<file path="src/rtl/led_anim_pkg.sv">
// Shared types and constants for the LED animation path: mode width, mode codes,
// button FSM state encoding and the mode wrap helper.
package led_anim_pkg;

    localparam int MODE_W = 2;

    localparam logic [MODE_W-1:0] MODE_0 = 2'd0;
    localparam logic [MODE_W-1:0] MODE_1 = 2'd1;
    localparam logic [MODE_W-1:0] MODE_2 = 2'd2;
    localparam logic [MODE_W-1:0] MODE_3 = 2'd3;

    typedef enum logic {
        ST_IDLE = 1'b0,
        ST_HELD = 1'b1
    } btn_state_t;

    function automatic logic [MODE_W-1:0] next_mode(input logic [MODE_W-1:0] cur,
                                                   input int num_modes);
        return (int'(cur) == num_modes - 1) ? MODE_0 : MODE_W'(int'(cur) + 1);
    endfunction

endpackage

</file>
<file path="src/rtl/btn_debounce.sv">
// Two-flop synchroniser plus counter-based debounce FSM for a push button.
// With LED_MODE_LONG_PRESS_EN the synchronised level is also exported.
//
//   state   | meaning
//   --------+------------------------------------------------------------
//   ST_IDLE | debounced level low; cnt counts consecutive high samples
//   ST_HELD | debounced level high; cnt counts consecutive low samples
module btn_debounce
    import led_anim_pkg::*;
#(
    parameter int DEBOUNCE_CYCLES = 1000
) (
    input  logic clk,
    input  logic rst,
    input  logic btn_in,
`ifdef LED_MODE_LONG_PRESS_EN
    output logic btn_s,
`endif
    output logic btn_held,
    output logic press_acc
);

    localparam int               CNT_W    = $clog2(DEBOUNCE_CYCLES);
    localparam logic [CNT_W-1:0] CNT_LAST = CNT_W'(DEBOUNCE_CYCLES - 1);

`ifndef LED_MODE_LONG_PRESS_EN
    logic btn_s;
`endif
    logic             sync_0;
    btn_state_t       state, state_nxt;
    logic [CNT_W-1:0] cnt, cnt_nxt;

    always_ff @(posedge clk) begin
        if (!rst) begin
            sync_0   <= 1'b0;
            btn_s    <= 1'b0;
            state    <= ST_IDLE;
            cnt      <= '0;
            btn_held <= 1'b0;
        end else begin
            sync_0   <= btn_in;
            btn_s    <= sync_0;
            state    <= state_nxt;
            cnt      <= cnt_nxt;
            btn_held <= (state_nxt == ST_HELD);
        end
    end

    // Any sample that agrees with the current level restarts the count.
    always_comb begin
        state_nxt = state;
        cnt_nxt   = cnt;
        press_acc = 1'b0;
        case (state)
            ST_IDLE: begin
                if (!btn_s) begin
                    cnt_nxt = '0;
                end else if (cnt == CNT_LAST) begin
                    state_nxt = ST_HELD;
                    cnt_nxt   = '0;
                    press_acc = 1'b1;
                end else begin
                    cnt_nxt = cnt + CNT_W'(1);
                end
            end
            ST_HELD: begin
                if (btn_s) begin
                    cnt_nxt = '0;
                end else if (cnt == CNT_LAST) begin
                    state_nxt = ST_IDLE;
                    cnt_nxt   = '0;
                end else begin
                    cnt_nxt = cnt + CNT_W'(1);
                end
            end
        endcase
    end

endmodule

</file>
<file path="src/rtl/led_mode_ctrl.sv">
// Push-button animation mode selector: each debounced press advances the mode with wrap.
// Optional long-press return to mode 0 is enabled by defining LED_MODE_LONG_PRESS_EN.
module led_mode_ctrl
    import led_anim_pkg::*;
#(
    parameter int DEBOUNCE_CYCLES   = 1000,
    parameter int NUM_MODES         = 4,
    parameter int LONG_PRESS_CYCLES = 50000
) (
    input  logic              clk,
    input  logic              rst,
    input  logic              btn_in,
    output logic [MODE_W-1:0] mode,
    output logic              mode_chg,
    output logic              btn_held,
    output logic              long_press
);

    if (DEBOUNCE_CYCLES < 2) begin : g_bad_debounce
        $fatal(1, "led_mode_ctrl: DEBOUNCE_CYCLES must be at least 2");
    end
    if (NUM_MODES < 2 || NUM_MODES > 2**MODE_W) begin : g_bad_modes
        $fatal(1, "led_mode_ctrl: NUM_MODES out of range");
    end
    if (LONG_PRESS_CYCLES < 1) begin : g_bad_long
        $fatal(1, "led_mode_ctrl: LONG_PRESS_CYCLES must be at least 1");
    end

    logic press_acc;
    logic long_fire;
`ifdef LED_MODE_LONG_PRESS_EN
    logic btn_s;
`endif

    btn_debounce #(
        .DEBOUNCE_CYCLES (DEBOUNCE_CYCLES)
    ) u_debounce (
        .clk       (clk),
        .rst       (rst),
        .btn_in    (btn_in),
`ifdef LED_MODE_LONG_PRESS_EN
        .btn_s     (btn_s),
`endif
        .btn_held  (btn_held),
        .press_acc (press_acc)
    );

`ifdef LED_MODE_LONG_PRESS_EN
    localparam int                LCNT_W    = $clog2(LONG_PRESS_CYCLES + 1);
    localparam logic [LCNT_W-1:0] LCNT_FIRE = LCNT_W'(LONG_PRESS_CYCLES - 1);
    localparam logic [LCNT_W-1:0] LCNT_SAT  = LCNT_W'(LONG_PRESS_CYCLES);

    logic [LCNT_W-1:0] lcnt;

    // Counting one past the fire value and parking there limits it to one pulse per press.
    assign long_fire = btn_held && btn_s && (lcnt == LCNT_FIRE);

    always_ff @(posedge clk) begin
        if (!rst || !btn_held) begin
            lcnt <= '0;
        end else if (btn_s && lcnt != LCNT_SAT) begin
            lcnt <= lcnt + LCNT_W'(1);
        end
    end

    always_ff @(posedge clk) begin
        if (!rst) begin
            long_press <= 1'b0;
        end else begin
            long_press <= long_fire;
        end
    end
`else
    assign long_fire  = 1'b0;
    assign long_press = 1'b0;
`endif

    always_ff @(posedge clk) begin
        if (!rst) begin
            mode     <= MODE_0;
            mode_chg <= 1'b0;
        end else begin
            mode_chg <= press_acc || long_fire;
            if (long_fire) begin
                mode <= MODE_0;
            end else if (press_acc) begin
                mode <= next_mode(mode, NUM_MODES);
            end
        end
    end

endmodule

</file>
<file path="config.mk">
export PLATFORM = sky130hd
export DESIGN_NAME = led_mode_ctrl
export DESIGN_NICKNAME = d
export VERILOG_FILES = /design/src/rtl/led_anim_pkg.sv /design/src/rtl/btn_debounce.sv /design/src/rtl/led_mode_ctrl.sv
export SDC_FILE = /design/constraint.sdc
export NUM_CORES = 1
export LEC_CHECK = 0
export BUFFER_PORTS_ARGS = -buffer_cell sky130_fd_sc_hd__buf_4
export CAP_MARGIN = 20
export CORE_MARGIN = 2
export CORE_UTILIZATION = 48
export CTS_CLUSTER_DIAMETER = 150
export DETAILED_ROUTE_END_ITERATION = 10
export PLACE_DENSITY = 0.78
export SKIP_LAST_GASP = 1
export SYNTH_ARGS = -nofsm -noshare
export SYNTH_HDL_FRONTEND = slang
export SYNTH_SLANG_ARGS = --single-unit
</file>
<file path="constraint.sdc">
create_clock -name clk -period 1.5 [get_ports clk]
set_input_delay 0.3 -clock clk [delete_from_list [all_inputs] [get_ports clk]]
set_output_delay 0.3 -clock clk [all_outputs]
set_load 0.01 [all_outputs]
</file>
# Word-level counts from Yosys, hierarchy flattened
# Index checks and enable logic that the tools add are counted.
# op_classes
add_sub_neg	2
eq_ne	2
muxes	11
bitwise_logic	1
# ops
operator	n
$mux W10	3
$pmux W10 S2	1
$add A10 B1 Y10 const B	1
$eq A10 B10 Y1 const B	1
$mux W1	5
$add A2 B1 Y2 const B	1
$eq A2 B1 Y1 const B	1
$mux W2	1
$pmux W1 S2	1
$not A1 Y1	1
# word_totals
ff_bits	16
input_bits	3
output_inout_bits	5
elab_cells	22

# Depth between registers and ports, before layout
# depth
word_depth	4
depth_mapped	5
depth_no_buf	5

# Hierarchy
# Synthesis repeated with hierarchy kept, for this count alone.
# hier_totals
hier_cells	69
hier_area_um2	666.9
# modules_own_cells
module	instances	cells_per_inst	area_each_um2	seq_area_each_um2
btn_debounce	1	57	533.0	260.2
led_mode_ctrl	1	12	133.9	60.1

# Least setup slack after synthesis
# OpenSTA, ideal clock, no wires.
# synth_timing
path_type	reg-to-reg
start	register u_debounce.cnt[0]
end	register mode[0]
setup_time_ns	0.070
t_arrival_ns	1.358
required_ns	1.430
path_slack_ns	0.073
stages_incl_launch_ff	6
n_path_buf	0
synth_period_minus_slack_ns	1.427
cell_sequence	dfxtp_1 > ha_1 > and4bb_2 > nand4_4 > or3_1 > a21oi_1
# synth_via
elab_chain_cells	4
# synth_rtl
element	line_no	source
from (decl)	btn_debounce.sv:31	logic [CNT_W-1:0] cnt, cnt_nxt;
from (signal assigned)	btn_debounce.sv:44	cnt <= cnt_nxt;
$eq A10 B10 Y1	btn_debounce.sv:58	end else if (cnt == CNT_LAST) begin
$mux W1	btn_debounce.sv:58	
$mux W1	btn_debounce.sv:56	if (!btn_s) begin
$mux W1	btn_debounce.sv:54	case (state)
to (signal assigned)	led_mode_ctrl.sv:87	mode <= next_mode(mode, NUM_MODES);
to (decl)	led_mode_ctrl.sv:13	output logic [MODE_W-1:0] mode,
# No other way between the ends.
# A chain may end at the register's enable or synchronous reset.

# Worst setup path in the final report
# Ends and elaborated chain as after synthesis.

==> flow_summary.json <==
{
  "finalMaxSlewViolations": 0,
  "nFillCells": 120,
  "grt_start_max_net_pins": 9,
  "grt_overflow": 0,
  "r2r-end": "mode[0]",
  "htreeDepth": 1,
  "hp-class": "in2reg",
  "path_max_fanout": 4,
  "diodes": 0,
  "maxCapViolations": 0,
  "rows": 13,
  "routed-via-count": 521,
  "grt_pass1_vias": 444,
  "status": "completed",
  "cts_buffer_depth": 2,
  "die_h_um": 41.45,
  "worstPathArrival_ns": 1.69,
  "final-hold-violation-count": 0,
  "grt_use_total_pct": 14.10,
  "grt_pass1_wl_mm": 1.849,
  "postCtsHoldBufs": 0,
  "crit_path_start_kind": "flop",
  "dr.pass1.iters": 4,
  "ff2ff_path_depth": 5,
  "clock-root-buffer": "clkbuf_4",
  "yosysMostFrequentCell": "dfxtp_1",
  "switching_share_pct": 20.42,
  "crit_end": "mode[0]",
  "synthesis.nets": 78,
  "yosysTopAreaCell": "dfxtp_1",
  "rrSetupSlack_ns": 0.04,
  "endpoint_kind": "flop",
  "synth_flop_cell": "dfxtp_1",
  "p_leak_nw": 0.3238,
  "ir_drop_v": 0.0005917,
  "syn_area_per_cell_um2": 9.221,
  "fin_skew_ns": 0.004697,
  "p_int_mw": 0.5265,
  "ios": 8,
  "areaGrowthSynthToFinish_pct": 18.22,
  "p_comb_share_pct": 2.4,
  "gp_congestion": 0.7980,
  "drt-total-wl_mm": 1.120,
  "initial_utilization_pct": 51.73,
  "final_area_um2": 795.8,
  "vias_per_cell": 5.316,
  "synth_top_area_share_pct": 47.58,
  "min_period_over_period_pct": 97.33,
  "cts_tree": "done",
  "synth_edf_count": 0,
  "netlist_area_um2": 673.1,
  "cts.sink_count": 16,
  "r2r_start": "u_debounce.cnt[0]",
  "cp_data_required_time_ns": 1.73,
  "yosysWarnings": 0,
  "whs_ns": 0.2165,
  "synthArstFlopShare_pct": 0,
  "netlist_instances": 73,
  "dieWidth_um": 41.45,
  "p_seq_share_pct": 64.8,
  "drt_iter0_markers": 9,
  "tns_ns": 0,
  "fmax_ghz": 0.6850,
  "power_density_nw_per_um2": 831.5,
  "worstSkewPairLatency_ns": 0.28,
  "path_class": "reg2reg",
  "cts-buffers-inserted": 3,
  "placedInstanceArea_um2": 739.5,
  "power_switching_mw": 0.1351,
  "ant_nets": 0,
  "clock_power_share_pct": 32.8,
  "port_buffers": 6,
  "yosys-top-cells-count": "dfxtp_1, nor2_1, nand2_1, nand3_1, xor2_1",
  "nets": 90,
  "layout_min_cycle_time_ns": 1.460,
  "setup_viol": 0,
  "yosys.cell_types.count": 23,
  "die-area_um2": 1718,
  "grt_antenna_before_repair": 0,
  "core_area_um2": 1301,
  "drive_above_1_share_pct": 22.89,
  "wire_per_inst_um": 11.43,
  "ys_top_cells_by_area": "dfxtp_1, nor2_1, xor2_1",
  "ys_ff_latch": 16,
  "drc": 0,
  "clk_pin_slew_worst_paths_ns": 0.08,
  "cp-startpoint": "u_debounce.cnt[0]",
  "synth_seq_area_share_pct": 47.58,
  "place_hpwl_um": 817.6
}
[worst min-delay path by stage]
stage / from / to / cells after the start / slack (ns)
finish: btn_in / u_debounce.sync_0 / 2 / 0.22
global route: btn_in / u_debounce.sync_0 / 2 / 0.22
CTS: btn_in / u_debounce.sync_0 / 2 / 0.22
detailed placement: u_debounce.sync_0 / u_debounce.btn_s / 1 / 0.44
global placement: u_debounce.sync_0 / u_debounce.btn_s / 1 / 0.42
floorplan: u_debounce.sync_0 / u_debounce.btn_s / 1 / 0.41
[placed cells by master, fill, tap and decap left out, drive strengths merged]
cell type  count
nor2b          1
nor3           1
xnor2          3
and4bb         1
nand2          9
and4           2
or3            1
mux2i          1
nand3          6
a311oi         2
ha             2
xor2           4
clkbuf         3
and2           3
a21oi          1
a31oi          2
nand4          1
o21ai          1
buf            9
inv            2
conb           1
nor2          11
dfxtp         16
[layout make-up]
type	instances	area, µm²	area share [%]
inverters	2	7.507	0.9434
multi-input cells	53	354.1	44.50
repair buffers	9	67.56	8.491
flip-flops and latches	16	325.3	40.88
well taps	15	18.77	2.358
clock buffers	3	22.52	2.830
[registers in the layout, summed over array words and instances (netlist names), named ones only]
signal and count:
mode 2, mode_chg 1, u_debounce.btn_s 1, u_debounce.cnt 10
u_debounce.sync_0 1
[per-stage QoR]
stage | setup slack (ns) | util (%) | power (mW) | std cells
floorplan | 0.07257 | - | 0.4494 | 73
global placement | 0.07620 | 56.83 | 0.4549 | 94
detailed placement | 0.02939 | 56.83 | 0.4554 | 94
CTS | 0.01079 | 58.56 | 0.6661 | 97
global route | -0.01265 | 61.15 | 0.6882 | 98
finish | 0.04006 | 61.15 | 0.6617 | 98
[power groups by stage]
stage | Combinational (mW) | Clock [mW] | Sequential [mW]
2_1_floorplan | 0.0103 | 0 | 0.439
3_3_place_gp | 0.0156 | 0 | 0.439
6_report | 0.0161 | 0.217 | 0.429
3_5_place_dp | 0.0157 | 0 | 0.440
5_1_grt | 0.0187 | 0.240 | 0.429
4_1_cts | 0.0158 | 0.221 | 0.430
[timing repair]
item	in CTS	in global routing
hold endpoints to repair	0	0
resized for setup	0	7
endpoints found under the setup margin	0	7
buffers inserted	0	1
[metal layers]
layer | wire (µm) | vias up | track usage, %
li1 | - | 265 | -
met1 | 556 | 243 | 17.86
met5 | 0 | - | 0
met2 | 497 | 8 | 20.63
met3 | 34 | 5 | 3.913
met4 | 31 | 0 | 9.677
[worst max-delay path: stages, from the launching register on]
cell and delay, ns:
dfxtp_4 0.37, ha_4 0.13, and4bb_2 0.30, nand4_4 0.11, or3_4 0.39, a21oi_2 0.11
[kinds of logic (layout without fill, tap and decap cells)]
group / Yosys count / count (layout) / synth area share [%]
simple gates: 36 / 36 / 28.63
flops: 16 / 16 / 47.58
xor+xnor: 7 / 7 / 9.108
compound gates: 6 / 6 / 5.947
buf+inv: 4 / 14 / 2.974
fa+ha+maj: 2 / 2 / 3.717
other cells: 1 / 1 / 0.5571
mux: 1 / 1 / 1.487
No activity file was read; power rests on OpenSTA's default activity.
